`config.mk`:
```
export PLATFORM = sky130hd
export DESIGN_NAME = forno_game
export DESIGN_NICKNAME = d
export VERILOG_FILES = /design/src/rtl/forno_game.sv
export SDC_FILE = /design/constraint.sdc
export NUM_CORES = 1
export LEC_CHECK = 0
export ABC_AREA = 1
export ABC_CLOCK_PERIOD_IN_PS = 1800
export CAP_MARGIN = 20
export CELL_PAD_IN_SITES_DETAIL_PLACEMENT = 0
export CELL_PAD_IN_SITES_GLOBAL_PLACEMENT = 2
export CORE_MARGIN = 4
export CORE_UTILIZATION = 32
export DETAILED_ROUTE_END_ITERATION = 16
export PLACE_DENSITY = 0.75
export SYNTH_ARGS = -nofsm -noshare
export SYNTH_HDL_FRONTEND = slang
export SYNTH_SLANG_ARGS = --single-unit
export TNS_END_PERCENT = 30
```
`constraint.sdc`:
```
create_clock -name clock -period 1.8 [get_ports clock]
set_input_delay 0.36 -clock clock [delete_from_list [all_inputs] [get_ports clock]]
set_output_delay 0.36 -clock clock [all_outputs]
set_load 0.01 [all_outputs]
```
`src/rtl/forno_game.sv`:
```
// Reaction game: lights one of seven LEDs chosen by an LFSR and scores the
// player's first new button press inside a response window, over RODADAS rounds.
module forno_game #(
    parameter int         RODADAS        = 7,
    parameter int         JANELA_FACIL   = 1000,
    parameter int         JANELA_DIFICIL = 500,
    parameter int         PAUSA          = 200,
    parameter logic [7:0] SEMENTE        = 8'hA5
) (
    input  logic       clock,
    input  logic       reset,
    input  logic       jogar,
    input  logic       dificuldade,
    input  logic [6:0] botoes,
    output logic [3:0] estado,
    output logic [6:0] jogadas,
    output logic [2:0] pontuacao,
    output logic       pronto
);

    localparam logic [3:0] S_INICIAL = 4'b0000;
    localparam logic [3:0] S_PREPARA = 4'b0010;
    localparam logic [3:0] S_SORTEIA = 4'b0011;
    localparam logic [3:0] S_ESPERA  = 4'b0100;
    localparam logic [3:0] S_ACERTO  = 4'b0101;
    localparam logic [3:0] S_ERRO    = 4'b0110;
    localparam logic [3:0] S_PROXIMA = 4'b0111;
    localparam logic [3:0] S_FIM     = 4'b1111;

    // One counter serves both the response window and the feedback pause.
    localparam int MAX_JANELA = (JANELA_FACIL > JANELA_DIFICIL) ? JANELA_FACIL : JANELA_DIFICIL;
    localparam int MAX_CONTA  = (MAX_JANELA > PAUSA) ? MAX_JANELA : PAUSA;
    localparam int CW         = $clog2(MAX_CONTA + 1);

    localparam logic [CW-1:0] LIMITE_FACIL   = CW'(JANELA_FACIL - 1);
    localparam logic [CW-1:0] LIMITE_DIFICIL = CW'(JANELA_DIFICIL - 1);
    localparam logic [CW-1:0] LIMITE_PAUSA   = CW'(PAUSA - 1);
    localparam logic [2:0]    TOTAL_RODADAS  = 3'(RODADAS);

    logic [3:0]    estado_q, estado_d;
    logic [7:0]    lfsr_q, lfsr_d;
    logic [6:0]    botoes_q, botoes_d;
    logic [2:0]    alvo_q, alvo_d;
    logic [2:0]    pontuacao_q, pontuacao_d;
    logic [2:0]    rodada_q, rodada_d;
    logic          dif_q, dif_d;
    logic [CW-1:0] conta_q, conta_d;

    logic          press;
    logic          timeout;
    logic          pausa_fim;
    logic [6:0]    alvo_oh;
    logic [2:0]    sorteio;
    logic [2:0]    rodada_inc;

    always_comb begin
        alvo_oh    = 7'b0000001 << alvo_q;
        press      = |(botoes & ~botoes_q);
        timeout    = (conta_q == (dif_q ? LIMITE_DIFICIL : LIMITE_FACIL));
        pausa_fim  = (conta_q == LIMITE_PAUSA);
        sorteio    = (lfsr_q[2:0] == 3'd7) ? 3'd0 : lfsr_q[2:0];
        rodada_inc = rodada_q + 3'd1;
    end

    always_comb begin
        estado_d    = estado_q;
        lfsr_d      = {lfsr_q[6:0], lfsr_q[7] ^ lfsr_q[5] ^ lfsr_q[4] ^ lfsr_q[3]};
        botoes_d    = botoes;
        alvo_d      = alvo_q;
        pontuacao_d = pontuacao_q;
        rodada_d    = rodada_q;
        dif_d       = dif_q;
        conta_d     = conta_q + CW'(1);

        case (estado_q)
            S_INICIAL, S_FIM: begin
                if (jogar) estado_d = S_PREPARA;
            end
            S_PREPARA: begin
                pontuacao_d = 3'd0;
                rodada_d    = 3'd0;
                dif_d       = dificuldade;
                estado_d    = S_SORTEIA;
            end
            S_SORTEIA: begin
                alvo_d   = sorteio;
                conta_d  = '0;
                estado_d = S_ESPERA;
            end
            S_ESPERA: begin
                // A press in the last window cycle wins over the timeout.
                if (press) begin
                    conta_d = '0;
                    if (botoes == alvo_oh) begin
                        estado_d    = S_ACERTO;
                        pontuacao_d = (pontuacao_q == 3'd7) ? 3'd7 : pontuacao_q + 3'd1;
                    end else begin
                        estado_d = S_ERRO;
                    end
                end else if (timeout) begin
                    conta_d  = '0;
                    estado_d = S_ERRO;
                end
            end
            S_ACERTO, S_ERRO: begin
                if (pausa_fim) estado_d = S_PROXIMA;
            end
            S_PROXIMA: begin
                rodada_d = rodada_inc;
                estado_d = (rodada_inc == TOTAL_RODADAS) ? S_FIM : S_SORTEIA;
            end
            default: estado_d = S_INICIAL;
        endcase
    end

    always_ff @(posedge clock or posedge reset) begin
        if (reset) begin
            estado_q    <= S_INICIAL;
            lfsr_q      <= SEMENTE;
            botoes_q    <= 7'h00;
            alvo_q      <= 3'd0;
            pontuacao_q <= 3'd0;
            rodada_q    <= 3'd0;
            dif_q       <= 1'b0;
            conta_q     <= '0;
        end else begin
            estado_q    <= estado_d;
            lfsr_q      <= lfsr_d;
            botoes_q    <= botoes_d;
            alvo_q      <= alvo_d;
            pontuacao_q <= pontuacao_d;
            rodada_q    <= rodada_d;
            dif_q       <= dif_d;
            conta_q     <= conta_d;
        end
    end

    always_comb begin
        case (estado_q)
            S_ESPERA: jogadas = alvo_oh;
            S_ACERTO: jogadas = 7'h7F;
            default:  jogadas = 7'h00;
        endcase
    end

    assign estado    = estado_q;
    assign pontuacao = pontuacao_q;
    assign pronto    = (estado_q == S_FIM);

endmodule

```
==> impl_metrics.ini <==
[status]
status = completed

[finish]
final-seq-area_um2 = 981
final_area_mm2 = 0.00273
antennaDiodeCount = 0
signed_area_change_from_the_synthesized_netlist_to_the_final_layout_pct = 31.8
fillerInstances = 658
post_route_cells_drive_above_1_share_pct = 21.8
design.final.nets = 336
multi_input_area_um2 = 940

[placement]
gpl.final_weighted_congestion = 0.724
placed_wire_length_estimate_after_detailed_placement_um = 3470
postPlaceCellArea_mm2 = 0.00261
placement.io_buffers = 25

[clock_tree]
clock_insertion_delay_worst_skew_ns = 0.29
cts.sinks = 39
cts-hold-fix-buffers = 0
cts.path.max_buffers = 2
worst_setup_hold_path_clk_slew_ns = 0.08
htreeDepth = 2
clk_root_buffer_cell = sky130_fd_sc_hd__clkbuf_8
cts_tree = done
tritoncts.num_buffers = 5

[grt]
pin_count_of_the_biggest_net_entering_global_routing = 20
grt_overflow = 0
vias_in_the_first_global_route = 1779
grt_antenna_before_repair = 0
grtUsageTotal_pct = 13.5
grt_pass1_wl_um = 8160

[drt]
drt_pre_antenna_iters = 4
drt_drc_violations_left = 0
detail_route.iter0.violations = 56
drtAntennaViolNets = 0
num_vias = 1721
via_per_inst = 4.32
route.detailed.wl_per_inst_um = 11.7
drt-total-wl_um = 4670

[timing]
finalSetupViolations = 0
fin_setup_tns_ns = 0
worstMarginPinSlew_ns = 0.426
setup_repair_after_global_routing_missed_its_margin = no
period_needed_ns = 1.72
min_period_over_period_pct = 95.4
fin_hold_ws_ns = 0.350
skew_ns = 0.00817
final_count_of_hold_timing_violations = 0
slew_headroom_pct = 71.6
report.final.slew_viol_count = 0
clock.fmax_ghz = 0.583

[floorplanning]
die_height_um = 88.5
die-area_mm2 = 0.00783
boundaryPins = 26
die_w_um = 88.5
core_area_mm2 = 0.00631
initial_core_util_pct = 32.8
rows = 29

[critical_path]
setup.worst_path.end_class = output pin
reg2reg_depth = 8
worst_setup_path_class = reg -> out
critical_path_required_time_ns = 1.44
slowest_delay_ns = 0.41
r2r_start = estado[3]
worst-path-buf-inv = 4
worst_path_cell_chain = buf_4 > nand2_2 > inv_2 > nand3_1 > inv_1 > dlygate4sd2_1
worst_path_max_delay_cell = sky130_fd_sc_hd__dfrtp_1
critical_path.startpoint_type = flip-flop
r2r_end = estado[1]
setup.reg_to_reg.worst_slack_ns = 0.26
critical-path-top-delay-family = buffers and inverters
critical_path_peak_fanout = 3
crit_arrival_ns = 1.36

[synth]
synth_top_family_by_area = simple AND/OR/NAND/NOR gates
count_of_cell_types_in_the_netlist = 31
avgSynthCellArea_um2 = 7.88
synth-compound-area-share_pct = 7.79
synth_xor_xnor_area_share_pct = 3.80
yosys-mux-area-fraction_pct = 0
post_synth_fa_ha_maj_area_fraction_pct = 2.42
ys_ff_latch = 39
ys_seq_area_share_pct = 47.3
yosysWarningCount = 0
synthesis.nets = 278
synth_cells = 263
post_synth_and_or_nand_nor_area_fraction_pct = 29.5
synth_area_mm2 = 0.00207

[min_path]
timing.hold.worst.class = in -> async

[power_and_ir_drop]
static-leakage-power_nw = 1.43
clkPwrFrac_pct = 22.8
reported_net_switching_power_mw = 1.12
power_frac_seq_pct = 34.8
switching_power_as_a_share_of_total_power_pct = 36.2
cellInternalPower_mw = 1.98
pwr_density_cell_mw_per_mm2 = 1140
combinational_share_of_power_pct = 42.4
ir_drop_v = 0.000434

[run]
cap_violations = 0
==> cells in the mapped netlist (all sizes together) <==
cell | count | area [um2]
or2 | 1 | 6.26
dfrtp | 35 | 876
xor2 | 5 | 43.8
nor3 | 1 | 5.00
a22o | 1 | 8.76
o21ai | 18 | 93.8
o21bai | 1 | 7.51
nand3 | 20 | 113
xnor2 | 4 | 35.0
a21oi | 5 | 36.3
inv | 45 | 169
buf | 1 | 11.3
dfstp | 4 | 105
o31ai | 1 | 7.51
o211ai | 1 | 7.51
ha | 4 | 50.1
nand2b | 1 | 8.76
nand2 | 74 | 288
nor2 | 31 | 141
nand4 | 8 | 50.1
clkinv | 2 | 8.75
==> layout by cell type (no fill, tap or decap), drive strengths merged, types with 7 or more instances in the layout <==
cell type and count:
clkbuf 7, inv 45, o21ai 18, nand3 20, nand2 75, dfrtp 35
nand4 8, nor2 31, clkdlybuf4s50 17, buf 32
==> sequential cells by signal, summed over array words and instances (netlist names) <==
| register | cells |
|---|---|
| rodada_q | 3 |
| estado | 4 |
| pontuacao | 3 |
| botoes_q | 7 |
| conta_q | 10 |
| lfsr_q | 8 |
| dif_q | 1 |
| alvo_q | 3 |
==> power by group through the flow <==
| stage | Combinational, mW | Sequential, mW | Clock [mW] |
|---|---|---|---|
| final | 1.31 | 1.08 | 0.707 |
| after global routing | 1.52 | 1.10 | 0.787 |
| after floorplan | 0.686 | 1.11 | 0 |
| after detailed placement | 1.26 | 1.09 | 0 |
| after CTS | 1.30 | 1.08 | 0.744 |
| after global placement | 1.27 | 1.09 | 0 |
==> metal layers <==
metal | part of all wire, % | vias up | global-route usage (%)
li1 | - | 935 | -
met1 | 48 | 755 | 17.4
met2 | 47 | 25 | 22.3
met3 | 3.3 | 6 | 3.35
met4 | 1.4 | 0 | 4.12
met5 | 0 | - | 0
==> cell families after synthesis <==
logic type	after synthesis
xor+xnor	9
flops	39
simple gates	136
fa+ha+maj	4
compound gates	27
buf+inv	48
==> stage by stage <==
stage          total power, mW  util (%)  setup slack (ns)  instances
2_1_floorplan             1.79         -             0.387        263
3_3_place_gp              2.37      41.4            -0.129        388
3_5_place_dp              2.36      41.4            -0.112        388
4_1_cts                   3.13      43.3           -0.0510        397
5_1_grt                   3.40      43.3           0.00297        398
6_report                  3.10      43.3            0.0836        398
==> worst max path at each step <==
stage	start	depth (start not counted)	endpoint
6_report	estado[0]	6	pronto
5_1_grt	estado[1]	6	jogadas[4]
4_1_cts	estado[1]	6	jogadas[3]
3_5_place_dp	estado[3]	4	jogadas[2]
3_3_place_gp	estado[3]	4	jogadas[6]
2_1_floorplan	estado[2]	4	jogadas[0]
==> area by class of cell <==
type	instances	area share (%)
clock buffer	6	2.66
clock inverter	1	1.10
inverter	47	6.50
multi-input combinational	177	34.4
sequential	39	35.9
tap	77	3.53
timing repair buffer	51	15.9
==> timing repair <==
| item | in CTS | in global routing |
|---|---|---|
| resized for setup | 28 | 17 |
| endpoints found under the setup margin | 8 | 9 |
| cloned | 0 | 1 |
| pin swaps | 1 | 1 |
| setup buffers | 2 | 0 |
Note: power is estimated with default switching activity, not from simulation.
